[src/rtl/resource_requester.sv]
// Initiator front end for shared_resource: tags client commands with free IDs,
// tracks outstanding requests and reports per-ID data, address and round-trip latency.
`ifndef ADDRESS_WIDTH
`define ADDRESS_WIDTH 16
`endif
`ifndef ID_WIDTH
`define ID_WIDTH 3
`endif
`ifndef DATA_WIDTH
`define DATA_WIDTH 32
`endif

module resource_requester #(
    parameter int NUM_TAGS  = 4,
    parameter int LAT_WIDTH = 16
) (
    input  logic                              clk,
    input  logic                              reset,
    input  logic                              cmd_valid,
    output logic                              cmd_ready,
    input  logic [`ADDRESS_WIDTH-1:0]         cmd_address,
    output logic [`ADDRESS_WIDTH-1:0]         req_address,
    output logic [`ID_WIDTH-1:0]              req_id,
    output logic                              req_valid,
    input  logic [`DATA_WIDTH-1:0]            resp_data,
    input  logic [`ID_WIDTH-1:0]              resp_id,
    input  logic                              resp_valid,
    output logic                              done_valid,
    output logic [`ID_WIDTH-1:0]              done_id,
    output logic [`ADDRESS_WIDTH-1:0]         done_address,
    output logic [`DATA_WIDTH-1:0]            done_data,
    output logic [LAT_WIDTH-1:0]              done_latency,
    output logic [$clog2(NUM_TAGS+1)-1:0]     outstanding,
    output logic                              err_spurious
);

    localparam int AW = `ADDRESS_WIDTH;
    localparam int IW = `ID_WIDTH;
    localparam int CW = $clog2(NUM_TAGS+1);

    typedef enum logic {
        TAG_FREE   = 1'b0,
        TAG_ISSUED = 1'b1
    } tag_state_t;

    tag_state_t              tag_state      [NUM_TAGS];
    tag_state_t              tag_state_next [NUM_TAGS];
    logic [NUM_TAGS-1:0]     busy;
    logic [AW-1:0]           addr_mem       [NUM_TAGS];
    logic [LAT_WIDTH-1:0]    ts_mem         [NUM_TAGS];
    logic [LAT_WIDTH-1:0]    counter;
    logic [IW-1:0]           alloc_id;
    logic                    alloc_found;
    logic                    accept;
    logic                    resp_match;
    logic [AW-1:0]           match_addr;
    logic [LAT_WIDTH-1:0]    match_ts;
    logic [CW-1:0]           busy_count;

    // Allocation and readiness look only at registered tag state, so a tag freed
    // by a response this cycle cannot be handed out until the next one.
    always_comb begin
        busy        = '0;
        alloc_id    = '0;
        alloc_found = 1'b0;
        for (int i = 0; i < NUM_TAGS; i++) begin
            busy[i] = (tag_state[i] == TAG_ISSUED);
            if (!busy[i] && !alloc_found) begin
                alloc_id    = IW'(i);
                alloc_found = 1'b1;
            end
        end
    end

    assign cmd_ready = alloc_found;
    assign accept    = cmd_valid && alloc_found;

    always_comb begin
        resp_match = 1'b0;
        match_addr = '0;
        match_ts   = '0;
        for (int i = 0; i < NUM_TAGS; i++) begin
            if (resp_valid && resp_id == IW'(i) && busy[i]) begin
                resp_match = 1'b1;
                match_addr = addr_mem[i];
                match_ts   = ts_mem[i];
            end
        end
    end

    // Allocated and completed tags are always distinct (FREE vs ISSUED).
    always_comb begin
        busy_count = '0;
        for (int i = 0; i < NUM_TAGS; i++) begin
            tag_state_next[i] = tag_state[i];
            if (accept && alloc_id == IW'(i)) begin
                tag_state_next[i] = TAG_ISSUED;
            end else if (resp_match && resp_id == IW'(i)) begin
                tag_state_next[i] = TAG_FREE;
            end
            if (tag_state_next[i] == TAG_ISSUED) begin
                busy_count = busy_count + CW'(1);
            end
        end
    end

    always_ff @(posedge clk) begin
        if (reset) begin
            for (int i = 0; i < NUM_TAGS; i++) begin
                tag_state[i] <= TAG_FREE;
            end
            counter      <= '0;
            outstanding  <= '0;
            req_valid    <= 1'b0;
            req_id       <= '0;
            req_address  <= '0;
            done_valid   <= 1'b0;
            done_id      <= '0;
            done_address <= '0;
            done_data    <= '0;
            done_latency <= '0;
            err_spurious <= 1'b0;
        end else begin
            for (int i = 0; i < NUM_TAGS; i++) begin
                tag_state[i] <= tag_state_next[i];
            end
            counter      <= counter + LAT_WIDTH'(1);
            outstanding  <= busy_count;
            req_valid    <= accept;
            done_valid   <= resp_match;
            err_spurious <= resp_valid && !resp_match;
            if (accept) begin
                req_id      <= alloc_id;
                req_address <= cmd_address;
            end
            if (resp_match) begin
                done_id      <= resp_id;
                done_address <= match_addr;
                done_data    <= resp_data;
                done_latency <= counter - match_ts;
            end
        end
    end

    // The timestamp is the counter value in the request cycle, one after acceptance.
    always_ff @(posedge clk) begin
        for (int i = 0; i < NUM_TAGS; i++) begin
            if (accept && alloc_id == IW'(i)) begin
                addr_mem[i] <= cmd_address;
                ts_mem[i]   <= counter + LAT_WIDTH'(1);
            end
        end
    end

endmodule
[config.mk]
export PLATFORM = sky130hd
export DESIGN_NAME = resource_requester
export DESIGN_NICKNAME = d
export VERILOG_FILES = /design/src/rtl/resource_requester.sv
export SDC_FILE = /design/constraint.sdc
export NUM_CORES = 1
export LEC_CHECK = 0
export CAP_MARGIN = 20
export CORE_UTILIZATION = 49
export DETAILED_ROUTE_END_ITERATION = 16
export DONT_BUFFER_PORTS = 1
export PLACE_DENSITY = 0.66
export REMOVE_ABC_BUFFERS = 1
export SLEW_MARGIN = 20
export SYNTH_ARGS = -nofsm -noshare
export SYNTH_HDL_FRONTEND = slang
export SYNTH_SLANG_ARGS = --single-unit
[constraint.sdc]
create_clock -name clk -period 6.3 [get_ports clk]
set_clock_uncertainty 0.15 [all_clocks]
set_input_delay 1.89 -clock clk [delete_from_list [all_inputs] [get_ports clk]]
set_output_delay 1.89 -clock clk [all_outputs]
set_load 0.02 [all_outputs]
==> impl_metrics.toml <==
[global_routing]
gr-total-overflow = 0
antenna_found_initial = 0
grt_max_degree = 94
groute.usage.overall_pct = 20.5
grt_pass1_vias = 6065
grt_pass1_wl_mm = 31.6

[placement]
dpl_cell_area_mm2 = 0.00952
gp_congestion = 0.895
port_buffers = 0
dp_hpwl_mm = 12.7
dp_cells = 992

[flow_run]
cap_viol_max_count = 0

[sta]
period_needed_ns = 5.04
slew_violations = 0
fmaxAchievable_ghz = 0.198
whs_ns = 0.331
setup_violations = 0
rsz0062_at_grt = "false"
finalCritPeriodShare_pct = 80.0
max_slew_margin_pct = 28.5
hold_viol = 0
worstMarginPinSlew_ns = 1.07
tns_ns = 0

[setup_path]
endpoint_kind = "register"
crit_required_ns = 6.59
start_kind = "primary input"
reg2regPathDepth = 12
crit_start = "resp_valid"
cp_data_arrival_time_ns = 5.33
r2r-end = "done_latency[15]"
crit_fanout = 21
slowest_stage = "nor2b_1"
max_stage_delay_ns = 0.57
path_buf_inv = 1
criticalPathCategory = "primary input to register"
cpLargestDelayFamily = "compound AO/OA/AOI/OAI gates"
rr_startpoint = "tag_state[3]"
worstPathCellList = "nor2b_1 -> and3_2 -> buf_4 -> a22o_1 -> a221oi_1 -> ha_1 -> a211oi_1 -> o21ai_1 -> a2111oi_0 -> nand2_1 -> a2111o_1 -> o211ai_2"
cp-endpoint = "done_latency[15]"
r2r_slack_ns = 2.58
worst-path-stages = 12

[clock_tree]
cts_setup_buffers = 0
clock_sinks = 239
clockBufferDepth = 3
cts_buffers = 25
insertion_delay_ns = 0.51
cts-root-buf = "clkbuf_16"
htreeDepth = 1
cts_tree = "built"
hold_buffers = 0
clkTransAtPathRegs_ns = 0.06
cts_resized = 0

[final_layout]
fin_util_pct = 55.2
final_cells = 1037
diodes = 0
final_nets = 860
syn2layout_area_growth_pct = 10.8
layout-drive-gt1-share_pct = 7.85
fillers = 1556
final_cell_area_mm2 = 0.0103

[logic_synthesis]
syn_avg_cell_area_um2 = 11.8
yosysUniqueCellTypes = 65
ys_ff_latch = 239
yosysTopAreaCell = "edfxtp_1"
synth_async_sr_flop_share_pct = 0
synthTopCellsByCount = "131 x nand2_1, 128 x edfxtp_1, 111 x dfxtp_1"
synth-main-ff-cell = "edfxtp_1"
synth_area_leaders = "edfxtp_1 41%, dfxtp_1 24%, nand2_1 5.3%"
synth_most_common_cell = "nand2_1"
synth_edf_count = 128
yosysSeqAreaShare_pct = 65.2
synth_area_mm2 = 0.00930
yosys_warnings = 0
synth_top_cell_area_share_pct = 41.3
synth_cells = 788

[die]
core_area_mm2 = 0.0186
fp.dieH_um = 140
die_area_mm2 = 0.0195
row_count = 50
initial_core_util_pct = 49.9
io_pins = 148
die_x_um = 140

[drt]
antenna_left = 0
via_per_inst = 5.86
firstDrtPassIters = 6
wire_per_inst_um = 19.3
vias = 6073
drt_iter0_drc = 344
wl_mm = 20.1
drcViolationCount = 0

[power]
power_density_mw_per_mm2 = 313
p_leak_uw = 0.00355
peakVddDrop_v = 0.000191

[status]
status = "finished, final reports clean"

[worst_hold_path]
min_path_type = "register to register"
## cell usage in the layout (no fill, tap or decap), drive strengths merged, types with 4 or more instances in the layout
| cell type | netlist | layout |
|---|---|---|
| a211oi | 19 | 19 |
| nor3 | 6 | 6 |
| o22ai | 7 | 7 |
| a22o | 14 | 14 |
| a31oi | 10 | 10 |
| nor2 | 41 | 41 |
| dfxtp | 111 | 111 |
| and3 | 8 | 8 |
| a21oi | 73 | 73 |
| edfxtp | 128 | 128 |
| inv | 11 | 13 |
| ha | 19 | 19 |
| nor2b | 5 | 5 |
| a22oi | 20 | 20 |
| and2 | 17 | 17 |
| nand2 | 131 | 131 |
| buf | 19 | 12 |
| a221oi | 13 | 13 |
| clkbuf | 23 | 40 |
| o21ai | 14 | 14 |
| or2 | 4 | 4 |
| o21a | 7 | 7 |
| xnor2 | 18 | 18 |
| nand3 | 16 | 16 |
| xor2 | 6 | 6 |
| mux2i | 7 | 7 |
## cell families after synthesis
| logic type | after synthesis | synth area share, % |
|---|---|---|
| and+or+nand+nor | 245 | 12.1 |
| adders and majority gates | 20 | 2.77 |
| muxes | 7 | 0.754 |
| xor gates and xnor gates | 24 | 2.26 |
| buffers and inverters | 53 | 2.44 |
| DFF | 239 | 65.2 |
| AOI/OAI and AO/OA | 199 | 14.4 |
| other | 1 | 0.0403 |
## worst register-to-register path, cell delays in order, from the launching register on
cell	delay (ns)
dfxtp_1	0.44
nand3_1	0.19
nor2_4	0.37
buf_4	0.32
a22o_1	0.20
a221oi_1	0.06
ha_1	0.38
o21a_1	0.23
o31a_1	0.14
o311ai_1	0.54
nand2_1	0.16
a2111o_1	0.41
o211ai_2	0.07
## metrics by stage
step,worst slack (ns),power [uW]
final,1.26,3220
after floorplan,0.668,1830
after detailed placement,0.818,1870
after global placement,0.897,1860
after global routing,0.986,3320
after CTS,1.34,3240
## power breakdown
part           switching (uW)  internal, uW
combinational            73.2          42.7
sequential               39.7          1680
clock                     561           824
total                     674          2550
## worst min path at each step
stage / cells past startpoint / slack, ns / endpoint / from
after floorplan: 1 / 0.29 / counter[0] / counter[0]
after global placement: 2 / 0.31 / done_address[14] / addr_mem[3][14]
after detailed placement: 2 / 0.31 / done_address[8] / addr_mem[3][8]
after CTS: 2 / 0.33 / done_address[8] / addr_mem[3][8]
after global routing: 2 / 0.36 / done_address[9] / addr_mem[3][9]
final: 2 / 0.33 / done_address[9] / addr_mem[3][9]
## state kept, by name (all words and copies together) (netlist names)
name and flops:
done_latency 16, req_address 16, addr_mem 64, tag_state 4
err_spurious 1, done_id 3, ts_mem 64, done_data 32
done_address 16, req_valid 1, counter 16, done_valid 1
outstanding 3, req_id 2
## cell type report
class                           count  area, um^2  area share [%]
Sequential cell                   239        6070            58.9
Multi-Input combinational cell    496        3030            29.4
Clock buffer                       40         722            7.01
Tap cell                          234         293            2.84
Timing Repair Buffer               12        90.1           0.875
Clock inverter                      5        55.1           0.535
Inverter                           11        41.3           0.401
## metal layers
metal	vias up	global-route usage, %	wire length, um
met4	0	6.19	329
met3	28	4.99	1690
met2	257	33.8	9230
met5	-	0	0
met1	2916	26.7	8810
li1	2872	-	-
Power figures use the tool's default switching activity.
